==> src/rtl/uart_rx_param.sv <==
// Parameterised UART receiver: 16x oversampling, 3-sample majority vote,
// optional parity, 1/2 stop bits, single held output register with overrun flag.
module uart_rx_param #(
  parameter int CLK_FREQ  = 50_000_000,
  parameter int BAUD_RATE = 57600,
  parameter int DATA_BITS = 8,
  parameter int PARITY    = 0,
  parameter int STOP_BITS = 1
) (
  input  logic                 clk,
  input  logic                 rst_n,
  input  logic                 rx,
  input  logic                 ready,
  output logic [DATA_BITS-1:0] data,
  output logic                 valid,
  output logic                 parity_err,
  output logic                 frame_err,
  output logic                 overrun,
  output logic                 busy
);
  localparam int TICK_DIV = CLK_FREQ / (BAUD_RATE * 16);
  localparam int PW       = $clog2(TICK_DIV);

  typedef enum logic [2:0] {IDLE, START, DATA, PAR, STOP, WAIT_HIGH} state_t;

  state_t               state;
  logic                 rx_meta, rxs, rxs_d;
  logic [PW-1:0]        pcnt;
  logic [3:0]           s;
  logic [1:0]           samp;
  logic [3:0]           bitn;
  logic                 stopn;
  logic [DATA_BITS-1:0] shreg;
  logic                 perr_q, ferr_q;
  logic                 tick, decide, bit_end, maj, last_stop, done;

  assign tick      = (pcnt == PW'(TICK_DIV - 1));
  assign decide    = tick && (s == 4'd9);
  assign bit_end   = tick && (s == 4'd15);
  // s=7 and s=8 samples are registered; the s=9 sample is the live rxs
  assign maj       = (samp[0] & samp[1]) | (samp[0] & rxs) | (samp[1] & rxs);
  assign last_stop = (stopn == 1'(STOP_BITS - 1));
  assign done      = (state == STOP) && decide && last_stop;
  assign busy      = (state != IDLE);

  always_ff @(posedge clk or negedge rst_n) begin
    if (!rst_n) begin
      rx_meta    <= 1'b1;
      rxs        <= 1'b1;
      rxs_d      <= 1'b1;
      state      <= IDLE;
      pcnt       <= '0;
      s          <= '0;
      samp       <= '0;
      bitn       <= '0;
      stopn      <= 1'b0;
      shreg      <= '0;
      perr_q     <= 1'b0;
      ferr_q     <= 1'b0;
      data       <= '0;
      valid      <= 1'b0;
      parity_err <= 1'b0;
      frame_err  <= 1'b0;
      overrun    <= 1'b0;
    end else begin
      rx_meta <= rx;
      rxs     <= rx_meta;
      rxs_d   <= rxs;
      overrun <= 1'b0;

      if (state == IDLE || state == WAIT_HIGH) begin
        pcnt <= '0;
        s    <= '0;
      end else begin
        pcnt <= tick ? '0 : pcnt + PW'(1);
        if (tick) s <= s + 4'd1;
      end
      if (tick && s == 4'd7) samp[0] <= rxs;
      if (tick && s == 4'd8) samp[1] <= rxs;

      case (state)
        IDLE: if (rxs_d && !rxs) begin
          state <= START;
          pcnt  <= '0;
          s     <= '0;
        end
        START: begin
          if (decide && maj) state <= IDLE;
          else if (bit_end) begin
            state  <= DATA;
            bitn   <= '0;
            stopn  <= 1'b0;
            perr_q <= 1'b0;
            ferr_q <= 1'b0;
          end
        end
        DATA: begin
          if (decide) shreg <= {maj, shreg[DATA_BITS-1:1]};
          if (bit_end) begin
            bitn <= bitn + 4'd1;
            if (bitn == 4'(DATA_BITS - 1)) state <= (PARITY != 0) ? PAR : STOP;
          end
        end
        PAR: begin
          if (decide) perr_q <= (PARITY == 2) ? ~(^shreg ^ maj) : (^shreg ^ maj);
          if (bit_end) state <= STOP;
        end
        STOP: begin
          if (decide) begin
            ferr_q <= ferr_q | ~maj;
            if (last_stop) state <= maj ? IDLE : WAIT_HIGH;
          end
          if (bit_end) stopn <= stopn + 1'b1;
        end
        WAIT_HIGH: if (rxs) state <= IDLE;
        default: state <= IDLE;
      endcase

      // A completing frame either lands in the holding register or is dropped
      if (done) begin
        if (!valid || ready) begin
          data       <= shreg;
          parity_err <= (PARITY != 0) && perr_q;
          frame_err  <= ferr_q | ~maj;
          valid      <= 1'b1;
        end else begin
          overrun <= 1'b1;
        end
      end else if (valid && ready) begin
        valid <= 1'b0;
      end
    end
  end
endmodule

==> config.mk <==
export PLATFORM = sky130hd
export DESIGN_NAME = uart_rx_param
export DESIGN_NICKNAME = d
export VERILOG_FILES = /design/src/rtl/uart_rx_param.sv
export SDC_FILE = /design/constraint.sdc
export NUM_CORES = 1
export LEC_CHECK = 0
export ABC_AREA = 1
export CORE_MARGIN = 2
export CORE_UTILIZATION = 57
export CTS_CLUSTER_SIZE = 14
export DETAILED_ROUTE_END_ITERATION = 8
export PLACE_DENSITY = 0.78
export SLEW_MARGIN = 20
export SYNTH_ARGS = -nofsm -noshare
export SYNTH_HDL_FRONTEND = slang
export SYNTH_SLANG_ARGS = --single-unit
==> constraint.sdc <==
create_clock -name clk -period 5.15 [get_ports clk]
set_clock_uncertainty 0.2 [all_clocks]
set_input_delay 1.2875 -clock clk [delete_from_list [all_inputs] [get_ports clk]]
set_output_delay 1.2875 -clock clk [all_outputs]
set_load 0.02 [all_outputs]
== Yosys cells after proc, flatten, opt, wreduce, memory -nomap -nowiden ==
Cells that the tools add are included.

* Input bits: 4
* Word-level logic and storage cells: 110
* Output and inout port bits: 13
* Bits in registers: 43

* Eq/ne operators: 23
* Bitwise gates (word level): 8
* Reductions and logical operators: 25
* $add $sub $neg: 4
* Mux-type cells: 34

{| class="wikitable"
|+ Operators by type and width
! operator !! count
|-
| 3-bit 2-to-1 mux || 10
|-
| 4-bit 2-to-1 mux || 7
|-
| 6-bit 2-to-1 mux || 4
|-
| 2-bit inequality test (second input constant) || 9
|-
| 3-bit case mux with 6 select lines || 1
|-
| 4-bit == test (second input constant) || 3
|-
| 4-bit AND reduction || 3
|-
| 1-bit logical AND || 9
|-
| 1-bit 2-to-1 mux || 9
|-
| 4-bit by 1-bit adder with 4-bit output (second input constant) || 2
|-
| 4-bit by 3-bit == test with 1-bit output (second input constant) || 2
|-
| 4-bit case mux with 2 select lines || 1
|-
| 8-bit AND reduction || 1
|-
| 6-bit by 1-bit adder with 6-bit output (second input constant) || 1
|-
| 3-bit by 2-bit == test with 1-bit output (second input constant) || 2
|-
| 3-bit == test (second input constant) || 2
|-
| 6-bit == test (second input constant) || 1
|-
| 2-bit AND reduction || 3
|-
| 2-bit nonzero test || 3
|-
| 2-bit by 1-bit inequality test with 1-bit output (second input constant) || 2
|-
| 1-bit case mux with 2 select lines || 2
|-
| 1-bit bitwise AND || 3
|-
| 3-bit by 1-bit == test with 1-bit output (second input constant) || 1
|-
| 3-bit logical NOT || 1
|-
| 7 further kinds || 12
|}

== Logic depth before layout (Yosys ltp) ==
Gate-level depths: netlist of the first run.

* Depth in word-level cells: 7
* Depth in mapped cells: 11
* Gate-level depth less buffers: 11

== Least setup slack after synthesis of the first run ==
OpenSTA, ideal clock, no wires.

* Path kind: register -> output
* Start: reg state[1]
* End: out busy
* Arrival: 0.827 ns
* Required time: 3.663 ns
* Stages on the path, launching flop included: 5
* Path slack: 2.835 ns
* Buffers on the path: 0
* Cell sequence: dfrtp_1 nor2_4 inv_1 nor2_1 inv_1

* Cells in the longest elaborated chain, start to end: 1

{| class="wikitable"
|+ RTL lines
! what !! RTL line !! RTL
|-
| start, declared || 26 || <nowiki>state_t state;</nowiki>
|-
| start signal, assigned || 101 || <nowiki>if (bitn == 4'(DATA_BITS - 1)) state <= (PARITY != 0) ? PAR : STOP;</nowiki>
|-
| start signal, assigned || 111 || <nowiki>if (last_stop) state <= maj ? IDLE : WAIT_HIGH;</nowiki>
|-
| 3-bit nonzero test || 44 || <nowiki>assign busy = (state != IDLE);</nowiki>
|-
| end, declared || 19 || <nowiki>output logic busy</nowiki>
|}

Every way passes these cells.

== Worst setup path after layout of the first run ==
Ends and elaborated chain as after synthesis.

==> results.txt, run 1 <==
clk slew on worst S/H paths: 0.12 ns
Fmax: 0.306 GHz
CTS root buf: clkbuf_4
number of synthesized flops with an enable pin: 0
final-layout fill cell count: 281
setup bufs post-CTS: 0
PwrDens: 355 nW/µm²
post-synth top area share: 48.3%
total routed wirelength: 3510 µm
Hold WC Path Type: flip-flop to flip-flop
Die X: 64.3 µm
slowest stage cell, crit path: clkdlybuf4s50_1
Max Cap Viol: 0
GR Overflow Total: 0
CTS Hold Bufs: 0
status: finished, final reports clean
drc violations: 0
Crit. End Element: primary output
VDD IR max: 0.260 mV
die area: 4130 µm²
port bufs: 15
first-pass GRT wire length: 6400 µm
largest net degree at the start of global routing: 44
count of warnings emitted by yosys: 0
count of final setup violators: 0
Cell variety after synth: 31
All-Layer GR Usage: 20.4%
Final Cycle Share: 63.5%
Worst Setup Slack, final: 1.88 ns
Initial Util: 60.6%
Final ANT Viol Nets: 0
largest cells by area after synthesis: dfrtp_1 48%, nand2_1 12%, nand3_1 5.1%
cell with the most instances on the worst path: inv_1
slew margin rel.: 66.5%
most common cell in the netlist: nand2_1
Placed Area: 2250 µm²
critical path class: flip-flop to primary output
RSZ-0062 raised after global routing: false
RePlAce Congestion: 0.889
fin. max-slew vios: 0
CP cell instances: nor2_4, inv_1, nor2_1, inv_1, clkdlybuf4s50_1
CP startpoint kind: flip-flop
met2 Use GR: 34.0%
sequential cell area fraction in the yosys report: 52.1%
leading area contributor after synthesis: dfrtp_1
CTS Buf Count: 5
Longest Clk Path Bufs: 2
Via density: 4.95
Worst R2R Setup Slack: 3.23 ns
CP peak stage delay: 0.55 ns
layout cells sized above 1: 13.8%
Final Hold Vio Count: 0
syn_nets: 249
TritonCTS clock tree: done
Rows: 21
Layout Nets: 269
Synth Register Bits: 43
Post-Place Worst Slack: 2.27 ns
gr busiest metal: met2
async set-reset flop share out of synthesis: 100%
worst skew pair latency: 0.35 ns
initial antenna violation count: 0
wire length per cell: 11.5 µm
Mapped Cells: 239
Cell Area, Synth: 2070 µm²
leakage power total: 1.11 nW
number of inserted diodes: 0
post-cts resize count: 0
drt first pass iters: 4
Core Area: 3420 µm²
CTS HTree Levels: 2
Critical Path RT: 3.66 ns
DP Wirelength: 2500 µm
syn avg cell area: 8.66 µm²
met1 Usage GRT: 24.7%
Clock Sinks: 43
vias: 1516
Fin Setup TNS: 0 ns
synth cell count leaders: 67 x nand2_1, 40 x dfrtp_1, 27 x inv_1
crit path time final: 3.27 ns
I/O pins: 17
crit path max fanout: 6
Tightest Pin Transition: 0.503 ns
leading register cell type out of synthesis: dfrtp_1
1st-iter DRT viols: 55
area delta synth->final: 13.6%
height of the die: 64.3 µm
met3 Use GR: 6.34%
cell count after placement: 297
final std cells w/o fill: 306
vias in the first global route: 1517
final instance area: 2350 µm²
crit path DAT: 1.79 ns
worst paths after layout:
path,start,endpoint,cells after the start
max in group asynchronous,rst_n,bitn[3],2
min in group asynchronous,rst_n,data[6],1
worst max register to register,pcnt[1],state[1],11
worst max-delay path,state[1],busy,5
worst min-delay path,rx_meta,rxs,0
worst min register to register,rx_meta,rxs,0
per-layer routing:
metal  wire (µm)  part of all wire, %  up-vias
met1        1680                   48      700
met2        1660                   47       17
li1            -                    -      792
met4          74                  2.1        0
met5           0                    0        -
met3          97                  2.8        7
layout by cell type (no fill, tap or decap):
cell	count
nand4_1	2
nor2_1	13
xnor2_1	1
nor3_2	1
clkbuf_1	2
a21oi_1	2
and3_1	1
nor3_1	4
o21ai_2	7
nor3b_1	2
conb_1	1
nand3_2	1
xor2_1	2
nand2_2	3
bufinv_16	1
o21ai_1	13
o21ai_0	5
or2_4	1
or2_2	3
inv_1	27
dfstp_2	3
ha_1	6
buf_16	1
clkdlybuf4s50_1	14
buf_2	1
nand3_1	21
nand2_1	67
a211oi_1	1
nand2_4	1
clkbuf_4	5
dfrtp_1	40
nor2_2	1
inv_2	4
nor2_4	3
critical path, delay by kind of cell, from the launching register on:
| kind | cells | cell delay, ns |
|---|---|---|
| buffers and inverters | 3 | 0.69 |
| DFF | 1 | 0.48 |
| and+or+nand+nor | 2 | 0.26 |
per-stage QoR:
step / utilization (%) / power, mW / hold WS [ns]
2_1_floorplan: - / 0.572 / 0.145
3_3_place_gp: 65.9 / 0.627 / 0.146
3_5_place_dp: 65.9 / 0.629 / 0.147
4_1_cts: 68.1 / 0.838 / 0.164
5_1_grt: 68.9 / 0.895 / 0.169
6_report: 68.9 / 0.834 / 0.163
sequential cells by signal, indices dropped and copies added, names as in the netlist, 2 cells and up:
register  cells
data          8
s             4
samp          2
pcnt          6
shreg         8
state         3
bitn          4
logic make-up after synthesis:
family,count (synthesis),share of synthesized area (%)
xor+xnor,3,1.27
other cells,1,0.181
fa+ha+maj,6,3.63
flops,43,52.1
simple gates,124,27.9
buf+inv,34,6.77
compound gates,28,8.16
area by class of cell:
cell class	count	area (µm²)	share of cell area, %
clock inverters	1	30.0	1.28
multi-input cells	162	851	36.2
well taps	46	57.6	2.45
inverters	31	116	4.95
clock buffers	7	45.0	1.91
repair buffers	16	173	7.34
flip-flops and latches	43	1080	45.9
report_power, final:
part	internal (mW)	switching, mW	leakage, nW	total (mW)
sequential	0.364	0.0289	0.583	0.393
clock	0.103	0.105	0.0395	0.208
combinational	0.0798	0.153	0.491	0.233
total	0.547	0.287	1.11	0.834
No activity file was read; power rests on OpenSTA's default activity.
==> run 2: changes to the inputs <==
CORE_UTILIZATION = 51   (was 57)
PLACE_DENSITY = 0.74   (was 0.78)
clock period = 3 ns   (was 5.15 ns; I/O delays follow)
==> results.txt, run 2 (synthesis gave the netlist of run 1 again) <==
CP startpoint kind: flip-flop
count of final setup violators: 0
biggest regs: data x8, shreg x8, pcnt x6
CTS root buf: clkbuf_8
Die X: 67.7 µm
die area: 4590 µm²
Final Cycle Share: 88.7%
final std cells w/o fill: 311
Final ANT Viol Nets: 0
Crit. End Element: primary output
height of the die: 67.7 µm
Placed Area: 2270 µm²
Rows: 23
GR Overflow Total: 0
Max Cap Viol: 0
critical path launch point: state[1]
first-pass GRT wire length: 6290 µm
1st-iter DRT viols: 52
VDD IR max: 0.398 mV
initial antenna violation count: 0
RSZ-0062 raised after global routing: false
Worst R2R Setup Slack: 1.03 ns
met2 Use GR: 28.6%
Longest Clk Path Bufs: 2
CTS Hold Bufs: 0
RePlAce Congestion: 0.926
Via density: 4.89
drt first pass iters: 4
Initial Util: 52.5%
Core Area: 3940 µm²
CTS Buf Count: 5
area delta synth->final: 15.0%
cell count after placement: 303
crit path time final: 2.66 ns
Fmax: 0.376 GHz
final instance area: 2380 µm²
vias: 1522
DP Wirelength: 2670 µm
port bufs: 15
drc violations: 0
I/O pins: 17
vias in the first global route: 1439
Final Hold Vio Count: 0
clk slew on worst S/H paths: 0.08 ns
reg2reg end: state[1]
TritonCTS clock tree: done
fin. max-slew vios: 0
post-cts resize count: 0
PwrDens: 639 nW/µm²
status: finished, final reports clean
number of inserted diodes: 0
Hold WC Path Type: primary input to async pin
All-Layer GR Usage: 18.7%
total routed wirelength: 3540 µm
Clock Sinks: 43
met3 Use GR: 5.67%
wire length per cell: 11.4 µm
worst skew pair latency: 0.30 ns
layout cells sized above 1: 14.9%
CTS HTree Levels: 2
Layout Nets: 270
Fin Setup TNS: 0 ns
Reg-to-Reg Start: pcnt[1]
capture point of the worst path: busy
setup bufs post-CTS: 0
largest net degree at the start of global routing: 17
Critical Path RT: 2.05 ns
crit path max fanout: 6
gr busiest metal: met2
met1 Usage GRT: 24.6%
commonest non-fill, non-tap cells in the layout: 67 x nand2_1, 40 x dfrtp_1, 27 x inv_1
leakage power total: 1.13 nW
worst reg2reg path depth: 11
crit path DAT: 1.71 ns
critical path class: flip-flop to primary output
commonest non-fill, non-tap cell in the layout: nand2_1
## run 2: cell count changes in the layout (fill, tap and decap cells not counted)
cell | before | now
clkinv_4 | 0 | 1
clkbuf_8 | 0 | 5
buf_4 | 0 | 2
buf_16 | 1 | 0
clkinv_2 | 0 | 1
clkbuf_4 | 5 | 0
clkbuf_1 | 2 | 0
## run 2: final cells by class
cell class | count | area [µm²]
flip-flops and latches | 43 | 1080
well taps | 50 | 62.6
multi-input cells | 162 | 851
inverters | 31 | 116
fillers | 355 | 1560
clock inverters | 3 | 43.8
repair buffers | 17 | 160
clock buffers | 5 | 68.8
## run 2: critical path: stages (launching register included)
cell             delay (ns)
dfrtp_1                0.48
nor2_4                 0.08
inv_1                  0.06
nor2_1                 0.03
inv_1                  0.13
clkdlybuf4s50_1        0.62
## run 2: how the worst min path moves through the flow
stage | endpoint | slack, ns
floorplan | rxs | 0.15
global placement | rxs | 0.15
detailed placement | rxs | 0.15
CTS | data[4] | 0.12
global route | data[4] | 0.13
finish | data[4] | 0.12
## run 2: layer usage
layer | vias up | part of all wire, %
met5 | - | 0
met3 | 8 | 3.3
li1 | 797 | -
met1 | 700 | 49
met4 | 0 | 2.4
met2 | 17 | 45
## run 2: report_power, final
part / leakage, nW / total [mW] / internal [mW] / switching (mW)
clock network: 0.0581 / 0.447 / 0.248 / 0.200
logic: 0.488 / 0.396 / 0.136 / 0.261
registers: 0.583 / 0.679 / 0.624 / 0.0544
## run 2: through the flow
| stage | worst slack (ns) | total power [mW] | util (%) | hold slack (ns) |
|---|---|---|---|---|
| floorplan | 1.22 | 0.982 | - | 0.145 |
| global placement | 0.695 | 1.08 | 57.6 | 0.146 |
| detailed placement | 0.674 | 1.09 | 57.6 | 0.149 |
| CTS | 0.326 | 1.54 | 60.4 | 0.124 |
| global route | 0.240 | 1.63 | 60.4 | 0.129 |
| finish | 0.339 | 1.52 | 60.4 | 0.119 |
